===== src/rtl/dispenser_pkg.sv =====
// Shared types and stage-ordering helper for the drink dispenser.
package dispenser_pkg;

   typedef enum logic [2:0] {IDLE, WATER, COFFEE, CHOC, MILK, SUGAR, DONE} state_t;

   typedef logic [4:0] ingredient_mask_t;

   localparam int unsigned ING_WATER  = 0;
   localparam int unsigned ING_COFFEE = 1;
   localparam int unsigned ING_CHOC   = 2;
   localparam int unsigned ING_MILK   = 3;
   localparam int unsigned ING_SUGAR  = 4;

   // First selected stage strictly after cur in water→coffee→choc→milk→sugar order, else DONE.
   function automatic state_t next_stage(input state_t cur, input ingredient_mask_t mask);
      ingredient_mask_t later;
      ingredient_mask_t avail;
      state_t           nxt;
      case (cur)
         IDLE:    later = 5'b11111;
         WATER:   later = 5'b11110;
         COFFEE:  later = 5'b11100;
         CHOC:    later = 5'b11000;
         MILK:    later = 5'b10000;
         default: later = '0;
      endcase
      avail = mask & later;
      nxt   = DONE;
      if (avail[ING_SUGAR])  nxt = SUGAR;
      if (avail[ING_MILK])   nxt = MILK;
      if (avail[ING_CHOC])   nxt = CHOC;
      if (avail[ING_COFFEE]) nxt = COFFEE;
      if (avail[ING_WATER])  nxt = WATER;
      return nxt;
   endfunction

endpackage


===== src/rtl/stage_timer.sv =====
// Loadable down-counter timing one dispense stage; expire_o flags a zero count.
module stage_timer #(
   parameter int unsigned CNT_W = 8
) (
   input  logic             clk_i,
   input  logic             rst_i,
   input  logic             load_i,
   input  logic [CNT_W-1:0] load_val_i,
   output logic             expire_o
);

   logic [CNT_W-1:0] cnt_q;

   always_ff @(posedge clk_i or posedge rst_i) begin
      if (rst_i) begin
         cnt_q <= '0;
      end else if (load_i) begin
         cnt_q <= load_val_i;
      end else if (cnt_q != '0) begin
         cnt_q <= cnt_q - CNT_W'(1);
      end
   end

   assign expire_o = (cnt_q == '0);

endmodule


===== src/rtl/drink_dispenser.sv =====
// Latches an ingredient request and opens each selected valve in turn for a fixed duration.
module drink_dispenser
   import dispenser_pkg::*;
#(
   parameter int unsigned WATER_CYCLES  = 8,
   parameter int unsigned COFFEE_CYCLES = 4,
   parameter int unsigned CHOC_CYCLES   = 3,
   parameter int unsigned MILK_CYCLES   = 4,
   parameter int unsigned SUGAR_CYCLES  = 2,
   parameter int unsigned CNT_W         = 8
) (
   input  logic clock,
   input  logic reset,
   input  logic start,
   input  logic water_req,
   input  logic coffee_req,
   input  logic sugar_req,
   input  logic milk_req,
   input  logic chocolate_req,
   output logic valve_water,
   output logic valve_coffee,
   output logic valve_chocolate,
   output logic valve_milk,
   output logic valve_sugar,
   output logic busy,
   output logic done,
   output logic error
);

   localparam longint unsigned MAX_CYC = 64'(1) << CNT_W;

   if (WATER_CYCLES == 0 || COFFEE_CYCLES == 0 || CHOC_CYCLES == 0 ||
       MILK_CYCLES == 0 || SUGAR_CYCLES == 0 ||
       WATER_CYCLES > MAX_CYC || COFFEE_CYCLES > MAX_CYC || CHOC_CYCLES > MAX_CYC ||
       MILK_CYCLES > MAX_CYC || SUGAR_CYCLES > MAX_CYC) begin : g_bad_cycles
      $fatal(1, "drink_dispenser: every *_CYCLES must be in 1..2**CNT_W");
   end

   state_t           state_q, state_d;
   ingredient_mask_t mask_q, mask_d;
   ingredient_mask_t req;
   logic             load;
   logic [CNT_W-1:0] load_val;
   logic             expire;
   logic             err_d;
   logic             vw_q, vc_q, vch_q, vm_q, vs_q, busy_q, done_q, err_q;

   assign req = {sugar_req, milk_req, chocolate_req, coffee_req, water_req};

   always_comb begin
      state_d = state_q;
      mask_d  = mask_q;
      load    = 1'b0;
      err_d   = 1'b0;
      case (state_q)
         IDLE: begin
            if (start) begin
               if (req != '0) begin
                  mask_d  = req;
                  state_d = next_stage(IDLE, req);
                  load    = 1'b1;
               end else begin
                  err_d = 1'b1;
               end
            end
         end
         DONE: state_d = IDLE;
         default: begin
            if (expire) begin
               state_d = next_stage(state_q, mask_q);
               load    = 1'b1;
            end
         end
      endcase
   end

   // Reload value follows the stage being entered so there is no gap cycle between stages.
   always_comb begin
      case (state_d)
         WATER:   load_val = CNT_W'(WATER_CYCLES - 1);
         COFFEE:  load_val = CNT_W'(COFFEE_CYCLES - 1);
         CHOC:    load_val = CNT_W'(CHOC_CYCLES - 1);
         MILK:    load_val = CNT_W'(MILK_CYCLES - 1);
         SUGAR:   load_val = CNT_W'(SUGAR_CYCLES - 1);
         default: load_val = '0;
      endcase
   end

   stage_timer #(.CNT_W(CNT_W)) u_timer (
      .clk_i      (clock),
      .rst_i      (reset),
      .load_i     (load),
      .load_val_i (load_val),
      .expire_o   (expire)
   );

   always_ff @(posedge clock or posedge reset) begin
      if (reset) begin
         state_q <= IDLE;
         mask_q  <= '0;
         vw_q    <= 1'b0;
         vc_q    <= 1'b0;
         vch_q   <= 1'b0;
         vm_q    <= 1'b0;
         vs_q    <= 1'b0;
         busy_q  <= 1'b0;
         done_q  <= 1'b0;
         err_q   <= 1'b0;
      end else begin
         state_q <= state_d;
         mask_q  <= mask_d;
         vw_q    <= (state_d == WATER);
         vc_q    <= (state_d == COFFEE);
         vch_q   <= (state_d == CHOC);
         vm_q    <= (state_d == MILK);
         vs_q    <= (state_d == SUGAR);
         busy_q  <= (state_d != IDLE);
         done_q  <= (state_d == DONE);
         err_q   <= err_d;
      end
   end

   assign valve_water     = vw_q;
   assign valve_coffee    = vc_q;
   assign valve_chocolate = vch_q;
   assign valve_milk      = vm_q;
   assign valve_sugar     = vs_q;
   assign busy            = busy_q;
   assign done            = done_q;
   assign error           = err_q;

endmodule


===== config.mk =====
export PLATFORM = sky130hd
export DESIGN_NAME = drink_dispenser
export DESIGN_NICKNAME = d
export VERILOG_FILES = /design/src/rtl/dispenser_pkg.sv /design/src/rtl/stage_timer.sv /design/src/rtl/drink_dispenser.sv
export SDC_FILE = /design/constraint.sdc
export NUM_CORES = 1
export LEC_CHECK = 0
export BUFFER_PORTS_ARGS = -buffer_cell sky130_fd_sc_hd__buf_2
export CORE_ASPECT_RATIO = 1.5
export CORE_UTILIZATION = 44
export CTS_CLUSTER_SIZE = 8
export DETAILED_ROUTE_END_ITERATION = 8
export PLACE_DENSITY = 0.66
export SLEW_MARGIN = 0
export SYNTH_ARGS = -nofsm -noshare
export SYNTH_HDL_FRONTEND = slang
export SYNTH_SLANG_ARGS = --single-unit

===== constraint.sdc =====
create_clock -name clock -period 2.3 [get_ports clock]
set_clock_uncertainty 0.15 [all_clocks]
set_input_delay 0.575 -clock clock [delete_from_list [all_inputs] [get_ports clock]]
set_output_delay 0.575 -clock clock [all_outputs]
set_load 0.02 [all_outputs]

==> results.json, run 1 <==
{
  "final_cells": 196,
  "utilization": 0.654,
  "ys_seq_area_frac": 0.487,
  "ios": 16,
  "rsz0062_at_grt": "true",
  "dp_cells": 186,
  "fmax_ghz": 0.427,
  "slew_viol_final": 0,
  "place.gp.congestion": 0.786,
  "antenna_found_initial": 0,
  "regArea_sq_um": 576,
  "rows": 22,
  "violations": "setup timing",
  "antenna_left": 0,
  "power.share.sequential": 0.289,
  "holdWs_ps": 135,
  "fp.dieH_microns": 65.5,
  "worstRegToRegCells": 6,
  "p_comb_frac": 0.635,
  "place_area_sq_mm": 0.00149,
  "final_cell_mix": "buf_4 (24), dfrtp_1 (23), buf_2 (15)",
  "period_minus_slack_ps": 2340,
  "syn_area_sq_mm": 0.00118,
  "final_nets": 170,
  "final_hold_viol_count": 0,
  "postLayoutCellArea_sq_mm": 0.00164,
  "fp.coreArea_sq_mm": 0.00250,
  "yosysUniqueCellTypes": 42,
  "insertion_delay_ps": 300,
  "cp-end-kind": "flip-flop",
  "syn_area_per_cell_sq_um": 10.2,
  "grt_pass1_vias": 1002,
  "die_w_microns": 44.3,
  "io_buffers": 15,
  "grt_overflow": 0,
  "drcViolationCount": 0,
  "ctsLongestPathBuffers": 2,
  "r2r_slack_ps": -40,
  "synthCells": 116,
  "ys_ff_latch": 23,
  "via_per_inst": 5.11,
  "dr.pass1.iters": 4,
  "synth_top_flop_cell": "dfrtp_1",
  "drtIter0Drc": 28,
  "dp_hpwl_mm": 1.94,
  "critPathKind": "reg -> reg",
  "initial_core_util": 0.472,
  "cts_max_level": 1,
  "max_slew_margin": 0.745,
  "vias": 1001,
  "layout-drive-gt1-share": 0.456,
  "grt_pass1_wl_mm": 4.44,
  "powerDensity_mw_per_mm2": 1430,
  "routed_wl_mm": 2.59,
  "p_leak_nw": 0.794,
  "mostFrequentLayoutCell": "buf_4",
  "clk_pin_slew_worst_paths_ps": 120,
  "report.final.setup_viol": 5,
  "n_antenna_cell": 0,
  "cts_hold_buf": 0,
  "dieArea_sq_mm": 0.00290,
  "power.internal_mw": 1.41,
  "hold_path_class": "in -> async",
  "p_switching_mw": 0.943,
  "synth-edff-count": 0,
  "syn_to_final_growth_pct": 38.6,
  "cts.sinks": 23,
  "fillers": 203,
  "wl_per_cell_microns": 13.2,
  "multi_input_area_sq_um": 638,
  "cts_tree": "yes",
  "reg2reg_from": "u_timer.cnt_q[5]",
  "fin_crit_sh": 1.02,
  "pwr-share-clk": 0.076,
  "cts_root_buffer": "clkbuf_4",
  "worst_setup_path_start_kind": "flip-flop",
  "fin_ws_ps": -41.2,
  "async_flop_share": 1.00,
  "crit_path_max_fanout": 5,
  "cp.required_ps": 2350,
  "p_sw_frac": 0.401,
  "dp_slack_ps": -143,
  "ir_drop_uv": 845,
  "maxCapViolations": 0,
  "ys_warn_count": 0,
  "worstMarginPinSlew_ps": 379,
  "cts_buffers": 3,
  "track_usage": 0.213,
  "cp.arrival_ps": 2390,
  "r2r_end": "u_timer.cnt_q[0]",
  "grt_start_max_net_pins": 24,
  "syn_nets": 125,
  "outcome": "finished with violations"
}
## how the worst max path moves through the flow
stage	depth (start not counted)	start	end	slack [ps]
floorplan	6	u_timer.cnt_q[3]	u_timer.cnt_q[2]	-0.1
finish	6	u_timer.cnt_q[5]	u_timer.cnt_q[0]	-40
CTS	8	u_timer.cnt_q[5]	u_timer.cnt_q[0]	-90
global placement	5	u_timer.cnt_q[6]	u_timer.cnt_q[1]	-80
global route	10	u_timer.cnt_q[0]	u_timer.cnt_q[0]	-140
detailed placement	7	u_timer.cnt_q[0]	u_timer.cnt_q[1]	-140
## area by class of cell
| cell class | instances | area share |
|---|---|---|
| Timing Repair Buffer | 44 | 0.195 |
| Tap cell | 36 | 0.0275 |
| Inverter | 9 | 0.0206 |
| Clock buffer | 4 | 0.0160 |
| Multi-Input combinational cell | 80 | 0.389 |
| Sequential cell | 23 | 0.351 |
## registers in the layout (all words and copies together), names as in the netlist
signal           count
done                 1
valve_milk           1
u_timer.cnt_q        8
valve_coffee         1
busy                 1
state_q              3
mask_q               4
error                1
valve_chocolate      1
valve_sugar          1
valve_water          1
## timing repair
action / 4_1_cts / 5_1_grt
buffers inserted: 3 / 4
gates resized for setup: 8 / 11
setup endpoints to repair: 9 / 13
pin swaps: 8 / 11
## synth_stat cells (3+ instances only)
library cell,instances,share of area
nand2_1,9,0.029
inv_1,8,0.025
o21ai_0,4,0.017
and3_1,3,0.016
a21oi_1,3,0.013
xor2_1,3,0.022
dfrtp_1,23,0.49
nor3_1,6,0.025
xnor2_1,5,0.037
nor2_1,13,0.041
## power groups by stage
| stage | combinational (mW) | clock (mW) | sequential, mW |
|---|---|---|---|
| after global routing | 1.63 | 0.199 | 0.702 |
| after detailed placement | 1.27 | 0 | 0.678 |
| after floorplan | 0.760 | 0 | 0.719 |
| after global placement | 1.24 | 0 | 0.672 |
| after CTS | 1.38 | 0.184 | 0.669 |
| final | 1.49 | 0.179 | 0.680 |
## metal layers
layer	global-route usage	wire, microns	vias up
met4	0.117	85	0
met2	0.366	1390	23
met1	0.238	1020	481
met5	0	0	-
met3	0.0412	90	12
li1	-	-	485
## critical path, stage by stage (launching register included)
cell	delay [ps]
dfrtp_1	400
or4_4	550
or3_4	410
a21oi_2	220
a21oi_4	90
buf_4	150
a211o_1	270
## metrics by stage
step	setup TNS (ps)	power [mW]
after floorplan	-0.136	1.48
after global placement	-397	1.92
after detailed placement	-852	1.95
after CTS	-292	2.23
after global routing	-666	2.53
final	-141	2.35
## cells by family (layout without fill, tap and decap cells)
group / Yosys count / count (layout) / synth area share
simple gates: 49 / 49 / 0.236
fa+ha+maj: 1 / 1 / 0.0106
xor+xnor: 8 / 8 / 0.0593
mux: 2 / 2 / 0.0169
compound gates: 20 / 20 / 0.142
flops: 23 / 23 / 0.487
buf+inv: 13 / 57 / 0.0487
No activity file was read; power rests on OpenSTA's default activity.
==> run 2, diff against run 1 <==
- CAP_MARGIN: not set -> 10
- SKIP_CTS_REPAIR_TIMING: not set -> 1
==> results.json, run 2 (synthesis results as in run 1) <==
{
  "p_sw_frac": 0.399,
  "power.internal_mw": 1.39,
  "fin_ws_ps": -107,
  "p_comb_frac": 0.627,
  "fp.coreArea_sq_mm": 0.00250,
  "critPathBufInv": 0,
  "dr.pass1.iters": 4,
  "grt_pass1_wl_mm": 4.22,
  "routed_wl_mm": 2.54,
  "drcViolationCount": 0,
  "wl_per_cell_microns": 13.0,
  "vias": 977,
  "top_register": "u_timer.cnt_q",
  "n_antenna_cell": 0,
  "die_w_microns": 44.3,
  "reg.largest.list": "u_timer.cnt_q: 8 flops, mask_q: 4 flops, state_q: 3 flops",
  "insertion_delay_ps": 310,
  "cts_root_buffer": "clkbuf_4",
  "ios": 16,
  "grt_overflow": 0,
  "crit_family": "simple AND/OR/NAND/NOR gates",
  "slew_viol_final": 0,
  "holdWs_ps": 133,
  "p_leak_nw": 0.797,
  "antenna_left": 0,
  "final_hold_viol_count": 0,
  "critPathMaxStageDelay_ps": 550,
  "grt_start_max_net_pins": 24,
  "p_switching_mw": 0.926,
  "violations": "setup timing",
  "worst_setup_path_start_kind": "flip-flop",
  "cp-end-kind": "flip-flop",
  "ir_drop_uv": 900,
  "cts_buffers": 3,
  "outcome": "finished with violations",
  "cp.arrival_ps": 2510,
  "syn_to_final_growth_pct": 37.7,
  "max_slew_margin": 0.734,
  "cts.sinks": 23,
  "worstMarginPinSlew_ps": 398,
  "rows": 22,
  "ctsLongestPathBuffers": 2,
  "dieArea_sq_mm": 0.00290,
  "maxCapViolations": 0,
  "mostFrequentLayoutCell": "buf_4",
  "track_usage": 0.203,
  "fin_crit_sh": 1.05,
  "layout-drive-gt1-share": 0.450,
  "fp.dieH_microns": 65.5,
  "io_buffers": 15,
  "dp_hpwl_mm": 1.94,
  "pwr-share-clk": 0.078,
  "clk_pin_slew_worst_paths_ps": 120,
  "critPathKind": "reg -> reg",
  "fmax_ghz": 0.416,
  "initial_core_util": 0.472,
  "period_minus_slack_ps": 2410,
  "grt_pass1_vias": 968,
  "hold_path_class": "in -> async",
  "worstPathCellList": "or4_4 > or3_4 > a221oi_4 > and4b_1 > a211o_1",
  "place.gp.congestion": 0.786,
  "via_per_inst": 4.98,
  "report.final.setup_viol": 7,
  "final_nets": 170,
  "power.share.sequential": 0.295,
  "cts_max_level": 1,
  "cts_tree": "yes",
  "largest_reg_flops": 8,
  "cp_slowest_cell": "or4_4",
  "crit_path_max_fanout": 7,
  "final_cell_mix": "buf_4 (24), dfrtp_1 (23), buf_2 (15)",
  "cp.required_ps": 2410,
  "utilization": 0.650,
  "powerDensity_mw_per_mm2": 1420,
  "antenna_found_initial": 0,
  "rsz0062_at_grt": "true",
  "drtIter0Drc": 26
}
[run 2: changes by cell type in the layout (fill, tap and decap cells not counted)]
cell	previous run	this run
and3_2	0	1
and3_4	2	1
ha_2	0	1
ha_4	1	0
inv_1	5	6
inv_2	4	3
nor3_2	1	2
nor3_4	2	1
nor4_2	1	0
nor4_4	0	1
[run 2: worst register-to-register path, delay by kind of cell, from the launching register on]
kind | cells | cell delay, ps
DFF | 1 | 400
AOI/OAI and AO/OA | 2 | 540
and+or+nand+nor | 3 | 1250
[run 2: per-layer routing]
layer  share of wire  global-route usage  wire, microns  up-vias
met5               0                   0              0        -
li1                -                   -              -      484
met1            0.41               0.226           1040      468
met3           0.022              0.0440             57        8
met4           0.025               0.114             64        0
met2            0.54               0.347           1380       17
[run 2: worst paths after layout]
| check | start | end | slack (ps) | depth (start not counted) |
|---|---|---|---|---|
| min in group clock | mask_q[1] | mask_q[1] | 350 | 2 |
| setup reg to reg | u_timer.cnt_q[5] | u_timer.cnt_q[0] | -110 | 5 |
| setup / recovery | u_timer.cnt_q[5] | u_timer.cnt_q[0] | -110 | 5 |
| max in group asynchronous | reset | u_timer.cnt_q[2] | 1650 | 3 |
| hold reg to reg | mask_q[1] | mask_q[1] | 350 | 2 |
| hold / removal | reset | valve_milk | 130 | 3 |
[run 2: power by group through the flow]
| stage | logic (mW) | registers, mW | clock network, mW |
|---|---|---|---|
| final | 1.45 | 0.684 | 0.181 |
| after CTS | 1.28 | 0.669 | 0.184 |
| after global routing | 1.59 | 0.705 | 0.202 |
| after detailed placement | 1.27 | 0.678 | 0 |
| after global placement | 1.24 | 0.672 | 0 |
| after floorplan | 0.760 | 0.719 | 0 |
[run 2: area by class of cell]
type                       instances  area (sq um)
tap                               36          45.0
clock buffer                       4          26.3
inverter                           9          33.8
timing repair buffer              44           320
multi-input combinational         80           627
fill                             210           877
sequential                        23           576
[run 2: metrics by stage]
| stage | setup WS, ps | instances | instance area (sq um) | power [mW] | TNS, ps |
|---|---|---|---|---|---|
| final | -107 | 196 | 1630 | 2.32 | -574 |
| after global routing | -195 | 196 | 1630 | 2.49 | -1350 |
| after CTS | -170 | 190 | 1510 | 2.13 | -1070 |
| after detailed placement | -143 | 186 | 1490 | 1.95 | -852 |
| after global placement | -82.5 | 186 | 1490 | 1.92 | -397 |
| after floorplan | -0.136 | 116 | 1210 | 1.48 | -0.136 |
==> run 3, diff against run 2 <==
--- a/config.mk
+++ b/config.mk
@@ -10,2 +10,3 @@
 export CORE_ASPECT_RATIO = 1.5
+export CORE_MARGIN = 3
 export CORE_UTILIZATION = 44
--- a/constraint.sdc
+++ b/constraint.sdc
@@ -4,2 +4,2 @@
 set_output_delay 0.575 -clock clock [all_outputs]
-set_load 0.02 [all_outputs]
+set_load 0.1 [all_outputs]
==> results.json, run 3 (synthesis results as in run 1) <==
{
  "outcome": "finished with violations",
  "violations": "setup timing",
  "p_switching_mw": 1.16,
  "hold_path_class": "in -> async",
  "crit_family": "simple AND/OR/NAND/NOR gates",
  "worstPathCellList": "or4_4 > buf_6 > nor3_4 > mux2i_2 > o22ai_4 > and4b_1 > a211o_1",
  "io_buffers": 15,
  "r2r_slack_ps": -100,
  "cts_max_level": 1,
  "cp-end-kind": "flip-flop",
  "rows": 22,
  "report.final.setup_viol": 5,
  "dp_slack_ps": -149,
  "worstMarginPinSlew_ps": 816,
  "maxCapViolations": 0,
  "cts_root_buffer": "clkbuf_4",
  "cp.required_ps": 2340,
  "final_cell_mix": "dfrtp_1 (23), buf_4 (21), buf_2 (15)",
  "cp.arrival_ps": 2440,
  "dp_hpwl_mm": 1.96,
  "power.total_mw": 2.53,
  "critPathMaxStageDelay_ps": 550,
  "layout-drive-gt1-share": 0.427,
  "slew_viol_final": 0,
  "ios": 16,
  "final_hold_viol_count": 0,
  "clk_pin_slew_worst_paths_ps": 110,
  "dp_cells": 185,
  "p_comb_frac": 0.665,
  "vias": 966,
  "antenna_left": 0,
  "wl_per_cell_microns": 12.9,
  "via_per_inst": 5.01,
  "rsz0062_at_grt": "true",
  "ir_drop_uv": 955,
  "dieArea_sq_mm": 0.00336,
  "mostFrequentLayoutCell": "dfrtp_1",
  "grt_pass1_vias": 943,
  "fin_ws_ps": -102,
  "grt_pass1_wl_mm": 4.17,
  "initial_core_util": 0.472,
  "insertion_delay_ps": 300,
  "power.share.sequential": 0.266,
  "place.gp.congestion": 0.857,
  "p_sw_frac": 0.458,
  "reg.largest.list": "u_timer.cnt_q: 8 flops, mask_q: 4 flops, state_q: 3 flops",
  "pwr-share-clk": 0.069,
  "critPathKind": "reg -> reg",
  "fp.coreArea_sq_mm": 0.00250,
  "cp_slowest_cell": "or4_4",
  "track_usage": 0.159,
  "antenna_found_initial": 0,
  "top_register": "u_timer.cnt_q",
  "syn_to_final_growth_pct": 36.5,
  "largest_reg_flops": 8,
  "ctsLongestPathBuffers": 2,
  "power.internal_mw": 1.37,
  "final_nets": 167,
  "fin_crit_sh": 1.04,
  "crit_path_max_fanout": 5,
  "fmax_ghz": 0.416,
  "fp.dieH_microns": 69.5,
  "dr.pass1.iters": 4,
  "period_minus_slack_ps": 2400,
  "die_w_microns": 48.3,
  "grt_start_max_net_pins": 24,
  "drtIter0Drc": 23,
  "fillers": 210,
  "max_slew_margin": 0.455,
  "routed_wl_mm": 2.49,
  "cts_tree": "yes",
  "cts.sinks": 23,
  "powerDensity_mw_per_mm2": 1570,
  "p_leak_nw": 0.781,
  "worst_setup_path_start_kind": "flip-flop",
  "critPathBufInv": 1,
  "drcViolationCount": 0,
  "grt_overflow": 0,
  "final_cells": 193,
  "cts_buffers": 3,
  "n_antenna_cell": 0
}
## run 3: cell count changes in the layout (fill, tap and decap cells not counted), sizes merged
cell  previous run  this run
buf             44        41
## run 3: metrics by stage
| step | hold WS [ps] | utilization | setup TNS, ps | instance area (sq um) |
|---|---|---|---|---|
| floorplan | 288 | - | -0.136 | 1210 |
| global placement | 321 | 0.591 | -388 | 1480 |
| detailed placement | 312 | 0.591 | -1000 | 1480 |
| CTS | 280 | 0.601 | -1350 | 1510 |
| global route | 322 | 0.644 | -1140 | 1610 |
| finish | 264 | 0.644 | -274 | 1610 |
## run 3: power groups by stage
stage | clock network [mW] | logic [mW] | registers (mW)
after floorplan | 0 | 0.760 | 0.942
after global placement | 0 | 1.47 | 0.674
after detailed placement | 0 | 1.50 | 0.677
after CTS | 0.183 | 1.51 | 0.668
after global routing | 0.200 | 1.82 | 0.690
final | 0.174 | 1.68 | 0.673
## run 3: path summary, 6_finish.rpt
path | startpoint | end | depth (start not counted)
setup / recovery | u_timer.cnt_q[5] | u_timer.cnt_q[0] | 7
hold / removal | reset | state_q[0] | 2
setup reg to reg | u_timer.cnt_q[5] | u_timer.cnt_q[0] | 7
hold reg to reg | mask_q[1] | mask_q[1] | 2
max in group asynchronous | reset | mask_q[3] | 2
min in group clock | mask_q[1] | mask_q[1] | 2
## run 3: layout make-up
cell class                      count  area [sq um]  share of cell area
Multi-Input combinational cell     80           636               0.394
Sequential cell                    23           576               0.357
Timing Repair Buffer               41           298               0.184
Tap cell                           36          45.0              0.0279
Inverter                            9          33.8              0.0209
Clock buffer                        4          26.3              0.0163
## run 3: routing by layer
metal,vias to the layer above,GRT usage,share of wire
li1,484,-,-
met1,461,0.174,0.39
met2,16,0.301,0.57
met3,5,0.0151,0.022
met4,0,0.0759,0.022
met5,-,0,0
